`config.mk`:
```
export PLATFORM = sky130hd
export DESIGN_NAME = alu_op_sequencer
export DESIGN_NICKNAME = d
export VERILOG_FILES = /design/src/rtl/alu_pkg.sv /design/src/rtl/alu_op_latency.sv /design/src/rtl/alu_op_sequencer.sv
export SDC_FILE = /design/constraint.sdc
export NUM_CORES = 1
export LEC_CHECK = 0
export BUFFER_PORTS_ARGS = -buffer_cell sky130_fd_sc_hd__buf_2
export CAP_MARGIN = 20
export CORE_UTILIZATION = 45
export CTS_CLUSTER_SIZE = 30
export DETAILED_ROUTE_END_ITERATION = 8
export PLACE_DENSITY = 0.79
export SKIP_CTS_REPAIR_TIMING = 1
export SYNTH_ARGS = -nofsm -noshare
export SYNTH_HDL_FRONTEND = slang
export SYNTH_SLANG_ARGS = --single-unit
```
`constraint.sdc`:
```
create_clock -name clock -period 13.7 [get_ports clock]
set_input_delay 3.425 -clock clock [delete_from_list [all_inputs] [get_ports clock]]
set_output_delay 3.425 -clock clock [all_outputs]
set_load 0.03 [all_outputs]
```
`src/rtl/alu_pkg.sv`:
```
// rtl/alu_pkg.sv - shared opcode and sequencer state constants for the ALU datapath
//
// Purpose: opcode values understood by the combinational ALU, the last legal
//          opcode, and the sequencer state encoding.
// Ports:   none (package)
package alu_pkg;

  typedef logic [3:0] opcode_t;

  localparam opcode_t OP_AND    = 4'd0;
  localparam opcode_t OP_OR     = 4'd1;
  localparam opcode_t OP_NEGATE = 4'd2;
  localparam opcode_t OP_NOT    = 4'd3;
  localparam opcode_t OP_ADD    = 4'd4;
  localparam opcode_t OP_SUB    = 4'd5;
  localparam opcode_t OP_MUL    = 4'd6;
  localparam opcode_t OP_DIV    = 4'd7;
  localparam opcode_t OP_SHR    = 4'd8;
  localparam opcode_t OP_SHRA   = 4'd9;
  localparam opcode_t OP_SHL    = 4'd10;
  localparam opcode_t OP_ROR    = 4'd11;
  localparam opcode_t OP_ROL    = 4'd12;
  localparam opcode_t OP_LAST   = OP_ROL;

  localparam logic [1:0] ST_IDLE = 2'd0;
  localparam logic [1:0] ST_EXEC = 2'd1;
  localparam logic [1:0] ST_RESP = 2'd2;

endpackage

```
`src/rtl/alu_op_latency.sv`:
```
// rtl/alu_op_latency.sv - opcode legality and settle-count lookup
//
// Purpose: combinational decode of an opcode into a legal flag and the
//          number of settle cycles minus one, ready to load into the
//          sequencer's down-counter.
// Ports:
//   op     in  4       opcode
//   legal  out 1       opcode is 0..OP_LAST
//   cnt    out CNT_W   settle cycles - 1 (0 for illegal opcodes)
module alu_op_latency
  import alu_pkg::*;
#(
  parameter int BASIC_CYCLES = 1,
  parameter int MUL_CYCLES   = 4,
  parameter int DIV_CYCLES   = 8,
  parameter int CNT_W        = 4
) (
  input  logic [3:0]       op,
  output logic             legal,
  output logic [CNT_W-1:0] cnt
);

  localparam logic [CNT_W-1:0] BASIC_M1 = CNT_W'(BASIC_CYCLES - 1);
  localparam logic [CNT_W-1:0] MUL_M1   = CNT_W'(MUL_CYCLES - 1);
  localparam logic [CNT_W-1:0] DIV_M1   = CNT_W'(DIV_CYCLES - 1);

  always_comb begin
    legal = (op <= OP_LAST);
    cnt   = '0;
    if (op == OP_MUL) begin
      cnt = MUL_M1;
    end else if (op == OP_DIV) begin
      cnt = DIV_M1;
    end else if (op <= OP_LAST) begin
      cnt = BASIC_M1;
    end
  end

endmodule

```
`src/rtl/alu_op_sequencer.sv`:
```
// rtl/alu_op_sequencer.sv - request/response sequencer driving the combinational ALU
//
// Purpose: accepts one operation at a time, holds the ALU inputs stable for
//          the opcode's settle time, captures the 64-bit result into the Z
//          register pair and offers it on a valid/ready response port.
// Ports:
//   clock      in  1   rising-edge clock
//   clear      in  1   asynchronous active-high reset
//   req_valid  in  1   request present
//   req_ready  out 1   sequencer idle, request will be taken
//   req_op     in  4   opcode
//   req_a      in  32  first operand (ALU A/Y)
//   req_b      in  32  second operand (ALU B)
//   alu_y      out 32  to ALU A/Y inputs
//   alu_b      out 32  to ALU B input
//   alu_op     out 4   to ALU op input
//   alu_c      in  64  ALU result
//   z_hi       out 32  captured result [63:32]
//   z_lo       out 32  captured result [31:0]
//   rsp_valid  out 1   result available
//   rsp_ready  in  1   consumer takes result
//   rsp_err    out 1   last request carried an illegal opcode
module alu_op_sequencer
  import alu_pkg::*;
#(
  parameter int BASIC_CYCLES = 1,
  parameter int MUL_CYCLES   = 4,
  parameter int DIV_CYCLES   = 8,
  parameter int CNT_W        = 4
) (
  input  logic        clock,
  input  logic        clear,
  input  logic        req_valid,
  output logic        req_ready,
  input  logic [3:0]  req_op,
  input  logic [31:0] req_a,
  input  logic [31:0] req_b,
  output logic [31:0] alu_y,
  output logic [31:0] alu_b,
  output logic [3:0]  alu_op,
  input  logic [63:0] alu_c,
  output logic [31:0] z_hi,
  output logic [31:0] z_lo,
  output logic        rsp_valid,
  input  logic        rsp_ready,
  output logic        rsp_err
);

  logic [1:0]       state;
  logic [CNT_W-1:0] cnt;
  logic             op_legal;
  logic [CNT_W-1:0] op_cnt;

  alu_op_latency #(
    .BASIC_CYCLES(BASIC_CYCLES),
    .MUL_CYCLES  (MUL_CYCLES),
    .DIV_CYCLES  (DIV_CYCLES),
    .CNT_W       (CNT_W)
  ) u_latency (
    .op   (req_op),
    .legal(op_legal),
    .cnt  (op_cnt)
  );

  // Handshake flags are pure state decodes so they fall to their reset
  // values the instant clear is asserted.
  assign req_ready = (state == ST_IDLE);
  assign rsp_valid = (state == ST_RESP);

  always_ff @(posedge clock or posedge clear) begin
    if (clear) begin
      state   <= ST_IDLE;
      cnt     <= '0;
      alu_y   <= '0;
      alu_b   <= '0;
      alu_op  <= '0;
      z_hi    <= '0;
      z_lo    <= '0;
      rsp_err <= 1'b0;
    end else begin
      case (state)
        ST_IDLE: begin
          if (req_valid) begin
            alu_y  <= req_a;
            alu_b  <= req_b;
            alu_op <= req_op;
            if (op_legal) begin
              cnt   <= op_cnt;
              state <= ST_EXEC;
            end else begin
              // Illegal opcodes skip the ALU entirely and answer at once.
              z_hi    <= '0;
              z_lo    <= '0;
              rsp_err <= 1'b1;
              state   <= ST_RESP;
            end
          end
        end

        ST_EXEC: begin
          if (cnt != '0) begin
            cnt <= cnt - 1'b1;
          end else begin
            // Only this edge looks at alu_c; the ALU has settled by now.
            z_hi    <= alu_c[63:32];
            z_lo    <= alu_c[31:0];
            rsp_err <= 1'b0;
            state   <= ST_RESP;
          end
        end

        ST_RESP: begin
          if (rsp_ready) begin
            state <= ST_IDLE;
          end
        end

        default: begin
          state <= ST_IDLE;
        end
      endcase
    end
  end

endmodule
```
## Word level (Yosys, flattened, before mapping)

Index checks and enable logic that the tools add are counted.

- Word-level logic and storage cells: 48
- Input bits: 136
- Output and inout port bits: 135
- Memory bits (writable): 0
- ROM bits: 0
- Register bits: 139
- Memories kept: 0
- Bits in latches: 0

- Reductions and logical operators: 7
- $add $sub $neg: 1
- Multipliers: 0
- Shifts and indexed selects: 0
- Magnitude comparators: 1
- Multiplexer cells: 21
- Divide/modulo/power cells: 0
- Equality and inequality tests: 10
- Bitwise gates (word level): 0

Operator list:

| operator | number |
|---|---|
| 32-bit two-way mux | 4 |
| 32-bit case mux with 2 select lines | 2 |
| 4-bit two-way mux | 4 |
| 4-bit by 3-bit equality test with 1-bit output, second input constant | 2 |
| 2-bit two-way mux | 4 |
| 2-bit != test, second input constant | 4 |
| 4-bit case mux with 2 select lines | 1 |
| 4-bit AND reduction | 2 |
| 2-bit case mux with 3 select lines | 1 |
| 4-bit <= comparator, second input constant | 1 |
| 2-bit by 1-bit != test with 1-bit output, second input constant | 2 |
| 4-bit nonzero test | 1 |
| 4-bit by 1-bit subtractor with 4-bit output, second input constant | 1 |
| 1-bit two-way mux | 3 |
| 3-bit two-way mux | 1 |
| 3-bit AND reduction | 1 |
| 2-bit by 1-bit equality test with 1-bit output, second input constant | 1 |
| 2-bit equality test, second input constant | 1 |
| 2-bit zero test | 1 |
| 1-bit case mux with 2 select lines | 1 |
| 2-bit AND reduction | 1 |
| 2-bit nonzero test | 1 |

## Logic depth before layout (Yosys ltp)

Gate-level depths: netlist of run 1.

- Depth after elaboration: 6
- Mapped depth: 8
- Depth with buffers taken out: 6

## Cells and area by module

Synthesis of run 1 repeated with hierarchy kept, for this count alone.

- Cells, all modules: 563
- Area, all modules: 6184.7 µm²

By module, submodules not included:

| module | seq. area each (µm²) | times used | cells an instance | area each (µm²) |
|---|---|---|---|---|
| alu_op_sequencer | 3478.3 | 1 | 557 | 6138.4 |
| alu_op_latency | 0.0 | 1 | 6 | 46.3 |

## Worst setup path after synthesis of run 1

Ideal clock, no wire load.

- Kind: input-to-reg
- Start point: input req_valid
- End point: register alu_b[0]
- Stages on the path: 5
- Required time: 13.575 ns
- Library setup time: 0.125 ns
- Buffers on the path: 3
- Slack: 9.115 ns
- Data arrival time: 4.460 ns
- Cell sequence: or3b_1 buf_2 buf_6 buf_12 mux2_4

- Word-level cells in the longest chain between the ends: 1

RTL lines:

| what | line | source |
|---|---|---|
| from (decl) | alu_op_sequencer.sv:33 | `input logic req_valid,` |
| 2-bit AND reduction (no line) | - |  |
| to (signal assigned) | alu_op_sequencer.sv:85 | `alu_b <= req_b;` |
| to (decl) | alu_op_sequencer.sv:39 | `output logic [31:0] alu_b,` |

No other way between the ends.
A chain may end at the register's enable or synchronous reset.

## Final worst setup path of run 1

- Start point: input req_valid
- End point: register alu_y[9]

- Word-level cells in the longest chain between the ends: 1

RTL lines:

| what | line | source |
|---|---|---|
| 2-bit AND reduction (no line) | - |  |
| to (signal assigned) | alu_op_sequencer.sv:84 | `alu_y <= req_a;` |
| to (decl) | alu_op_sequencer.sv:38 | `output logic [31:0] alu_y,` |

No other way between the ends.

==> results of run 1 <==
sequential cells by signal (all words and copies together) (netlist names):
| register | flops |
|---|---|
| alu_y | 32 |
| state | 2 |
| cnt | 4 |
| alu_op | 4 |
| z_hi | 32 |
| alu_b | 32 |
| z_lo | 32 |
| rsp_err | 1 |
synthesized netlist by cell type, types with 2 or more instances:
| cell type | n |
|---|---|
| or2_2 | 2 |
| buf_2 | 13 |
| a21oi_1 | 2 |
| mux2_2 | 49 |
| nor2b_1 | 2 |
| o21a_1 | 3 |
| buf_6 | 3 |
| dfrtp_1 | 139 |
| mux2_4 | 20 |
| inv_1 | 5 |
| buf_4 | 5 |
| nor2_1 | 3 |
| a22o_1 | 64 |
| buf_12 | 2 |
| o211ai_1 | 2 |
worst max-delay path, delay by kind of cell:
kind / cells / cell delay (ns)
muxes: 1 / 0.42
buffers and inverters: 2 / 0.77
and+or+nand+nor: 1 / 0.39
layer usage:
| metal | part of all wire, % | up-vias |
|---|---|---|
| met1 | 40 | 1875 |
| met4 | 2.5 | 0 |
| li1 | - | 1762 |
| met5 | 0 | - |
| met3 | 6.4 | 25 |
| met2 | 51 | 179 |
layout make-up:
type	instances	area, sq um	area share (%)
Sequential cell	139	3478	47.72
Multi-Input combinational cell	164	1644	22.55
Inverter	5	23.77	0.3261
Timing Repair Buffer	274	1394	19.12
Clock buffer	19	452.9	6.214
Tap cell	143	178.9	2.455
Clock inverter	13	117.6	1.613
path summary, 6_finish.rpt:
kind / from / endpoint / slack (ns) / depth (start not counted)
worst max-delay path: req_valid / alu_y[9] / 8.93 / 4
worst min-delay path: rsp_err / rsp_err / 0.49 / 2
worst max register to register: cnt[0] / z_hi[12] / 11.49 / 6
worst min register to register: rsp_err / rsp_err / 0.49 / 2
max in group asynchronous: clear / alu_y[22] / 9.26 / 3
min in group asynchronous: clear / alu_y[24] / 3.09 / 2
logic make-up after synthesis:
kind of cell,after synthesis,share of synthesized area [%]
flops,139,65.55
compound gates,79,12.83
mux,69,16.06
buf+inv,28,3.678
simple gates,15,1.650
fa+ha+maj,1,0.2358
where the power goes:
group	switching, mW	internal (mW)
registers	0.118	0.623
logic	0.661	0.390
clock network	0.172	0.260
metrics by stage:
step / area [sq um] / power, mW / hold WS [ns]
floorplan: 5306 / 1.505 / 0.4872
global placement: 6699 / 1.768 / 0.4761
detailed placement: 6699 / 1.800 / 0.4773
CTS: 7269 / 2.245 / 0.4976
global route: 7289 / 2.339 / 0.5087
finish: 7289 / 2.225 / 0.4900
==> impl_metrics.ini, run 1 <==
[floorplan]
start_util_pct = 46.27
die_w_microns = 110.6
num_rows = 39
die_y_microns = 110.6
pin_count = 271
dieArea_sq_um = 12230
core-area_sq_um = 11470

[global_routing]
busiest_layer = met2
grtUsageMet1_pct = 25.42
track_usage_pct = 20.93
grt_pass1_wl_mm = 20.08
grt_pass1_vias = 4010
grt_antenna_before_repair = 0
grtUsageMet3_pct = 5.324
grt_overflow = 0
grt_max_degree = 77
met2_usage_pct = 35.20

[worst_setup_path]
cp_slowest_cell = buf_4
worstPathMaxFanout = 54
cp_slowest_stage_delay_ns = 0.66
start_kind = input pin
arrival_ns = 5.05
crit_required_ns = 13.98
cp_cell_sequence = buf_2, or3b_4, buf_4, mux2_2
critPathCaptureType = flip-flop
crit_type = in2reg

[routing]
drt.antenna.violating_nets = 0
drt_iter0_markers = 185
via_count = 3841
wl_per_cell_microns = 16.03
drcViolationCount = 0
wl_mm = 12.14
first_pass_iters = 6
routed_via_density = 5.074

[clocking]
clk_latency_ns = 0.41
cts_sinks = 139
clock_path_buffers = 2
cts_tree = built
cts-buffers-inserted = 17
clockRootBuffer = clkbuf_16
path_clk_slew_ns = 0.06
h-tree-depth = 4

[sta]
finalCritPeriodShare_pct = 34.82
relSlewSlack_pct = 38.96
rsz0062_at_grt = no
setup_tns_ns = 0
setup_ws_ns = 8.930
finalSetupViolations = 0
tightest_slew_ns = 0.9156
period_needed_ns = 4.770
report.final.hold_viol_count = 0
slew_viol_final = 0
max_freq_ghz = 0.2097
finClkSkew_ns = 0.008658

[logic_synthesis]
ys_top_cells_by_area = dfrtp_1, a22o_1, mux2_2, mux2_4, buf_2
syn_nets = 468
ys_ff_latch = 139
syn_area_sq_um = 5306
synth_warnings = 0
syn_inst = 331
ys.flop_type = dfrtp_1
async_flop_share_pct = 100.0
yosysUniqueCellTypes = 32
ys_seq_area_share_pct = 65.55
synth_top_area_share_pct = 65.55
synth.avg_cell_area_sq_um = 16.03
synth_top_area_cell = dfrtp_1
synth-edff-count = 0

[placement]
pre_cts_slack_ns = 8.501
port_buffers = 270
gp_congestion = 0.7799
hpwlAfterDp_mm = 8.463
placed_cells = 724

[final_layout]
antennaDiodeCount = 0
final_common_cell = buf_2
syn2layout_area_growth_pct = 37.37
nets = 738
drive_above_1_share_pct = 62.38
final_core_util_pct = 63.57
most-common-layout-cells = buf_2, dfrtp_1, a22o_1
fillers = 899
layoutNonFillerInstCount = 757

[power_and_ir_drop]
leakagePower_nw = 3.909
power.density_nw_per_um2 = 305.3
ir_worst_vdd_v = 0.0001741

[hold_path]
min_path_type = reg2reg

[status]
outcome = completed

[run]
cap_viol_max_count = 0
Note: power is estimated with default switching activity, not from simulation.
==> run 2: changes to the inputs <==
--- a/config.mk
+++ b/config.mk
@@ -7,10 +7,10 @@
 export LEC_CHECK = 0
 export BUFFER_PORTS_ARGS = -buffer_cell sky130_fd_sc_hd__buf_2
 export CAP_MARGIN = 20
-export CORE_UTILIZATION = 45
+export CORE_UTILIZATION = 41
 export CTS_CLUSTER_SIZE = 30
 export DETAILED_ROUTE_END_ITERATION = 8
-export PLACE_DENSITY = 0.79
+export PLACE_DENSITY = 0.76
 export SKIP_CTS_REPAIR_TIMING = 1
 export SYNTH_ARGS = -nofsm -noshare
 export SYNTH_HDL_FRONTEND = slang
==> constraint.sdc (replaced) <==
create_clock -name clock -period 4.1 [get_ports clock]
set_input_delay 1.025 -clock clock [delete_from_list [all_inputs] [get_ports clock]]
set_output_delay 1.025 -clock clock [all_outputs]
set_load 0.03 [all_outputs]
==> run 2 against run 1 <==
Hold slack improved by 0.0028 ns. Wire length rose by 0.91%. Global-route usage shrank 2.8 points. Critical path type is now reg2reg. Largest cell class unchanged.
==> impl_metrics.ini, run 2 (synthesized netlist as in run 1, its figures left out) <==
[clocking]
h-tree-depth = 4
clock_path_buffers = 2
clockRootBuffer = clkbuf_16
cts_sinks = 139
cts-buffers-inserted = 17
cts_tree = built
path_clk_slew_ns = 0.06
clk_latency_ns = 0.41

[global_routing]
grt_pass1_vias = 3542
grt_overflow = 0
grt_max_degree = 140
track_usage_pct = 18.14
grt_pass1_wl_mm = 18.29
grt_antenna_before_repair = 0

[sta]
max_freq_ghz = 0.3881
slew_viol_final = 0
finClkSkew_ns = 0.008411
finalCritPeriodShare_pct = 62.84
relSlewSlack_pct = 41.44
setup_tns_ns = 0
rsz0062_at_grt = no
period_needed_ns = 2.577
report.final.hold_viol_count = 0
tightest_slew_ns = 0.8766
setup_ws_ns = 1.523
finalSetupViolations = 0

[worst_setup_path]
arrival_ns = 2.91
worstPathMaxFanout = 41
startpoint = cnt[0]
critPathCaptureType = flip-flop
crit_type = reg2reg
start_kind = flip-flop
crit_required_ns = 4.44
reg2reg_from = cnt[0]

[routing]
wl_met2_mm = 6.296
wl_per_cell_microns = 15.54
first_pass_iters = 4
wl_mm = 12.25
routed_via_density = 4.873
wl_met1_mm = 5.017
drcViolationCount = 0
via_count = 3840
drt.antenna.violating_nets = 0
top_layer = met4
drt_iter0_markers = 186
met3_wirelength_microns = 798

[final_layout]
drive_above_1_share_pct = 62.50
nets = 740
multi_input_area_sq_um = 1644
syn2layout_area_growth_pct = 38.27
most-common-layout-cells = buf_2, dfrtp_1, a22o_1
fillers = 1030
antennaDiodeCount = 0
final_common_cell = buf_2
regArea_sq_um = 3478

[placement]
gp_congestion = 0.7224
port_buffers = 270
pre_cts_slack_ns = 1.317
hpwlAfterDp_mm = 8.555

[power_and_ir_drop]
ir_worst_vdd_v = 0.0004645
swShare_pct = 43.58
combPwrFrac_pct = 47.4
seq_power_share_pct = 33.4
leakagePower_nw = 3.897
p_clk_share_pct = 19.2
power.density_nw_per_um2 = 1011
intPower_mw = 4.185
switching_power_mw = 3.233

[status]
outcome = completed

[floorplan]
num_rows = 41
die_y_microns = 115.8
dieArea_sq_um = 13400
start_util_pct = 42.05
die_w_microns = 115.8
pin_count = 271
core-area_sq_um = 12620

[hold_path]
worstHoldStart = z_lo[1]
min_path_type = reg2reg

[run]
cap_viol_max_count = 0
run 2: final cells by class:
cell class              instances  area share (%)
well taps                     172           2.933
inverters                       5          0.3070
flip-flops and latches        139           47.41
multi-input cells             164           22.41
clock inverters                15           1.774
clock buffers                  17           5.798
repair buffers                276           19.37
run 2: worst paths after layout:
| kind | endpoint | slack [ns] | cells after the start |
|---|---|---|---|
| min | z_lo[1] | 0.49 | 1 |
| max reg2reg | z_hi[11] | 1.52 | 6 |
| max | z_hi[11] | 1.52 | 6 |
| min in group asynchronous | alu_b[15] | 0.83 | 3 |
| max in group asynchronous | z_lo[11] | 2.75 | 3 |
| min reg2reg | z_lo[1] | 0.49 | 1 |
run 2: worst max-delay path, stage by stage, from the launching register on:
cell and delay [ns]:
dfrtp_1 0.41, inv_1 0.07, ha_1 0.18, nor3b_1 0.42
nor2b_4 0.82, buf_4 0.39, a22o_1 0.19
run 2: power groups by stage:
stage          clock [mW]  sequential (mW)  combinational, mW
2_1_floorplan           0             3.80               1.23
3_3_place_gp            0             2.45               3.46
3_5_place_dp            0             2.47               3.55
4_1_cts              1.45             2.48               3.54
5_1_grt              1.52             2.57               3.74
6_report             1.42             2.48               3.52
run 2: layer usage:
layer  up-vias  GRT usage [%]
met5         -              0
met1      1896          22.07
met3        14          5.439
li1       1768              -
met4         0          7.436
met2       162          30.12
run 2: per-stage QoR:
step	area, sq um	cells	power [mW]	hold WS [ns]	util, %
floorplan	5310	331	5.029	0.4872	-
finish	7337	788	7.419	0.4927	58.14
detailed placement	6761	755	6.018	0.4760	53.58
global route	7337	788	7.825	0.5049	58.14
global placement	6761	755	5.914	0.4774	53.58
CTS	7317	787	7.474	0.4977	57.98
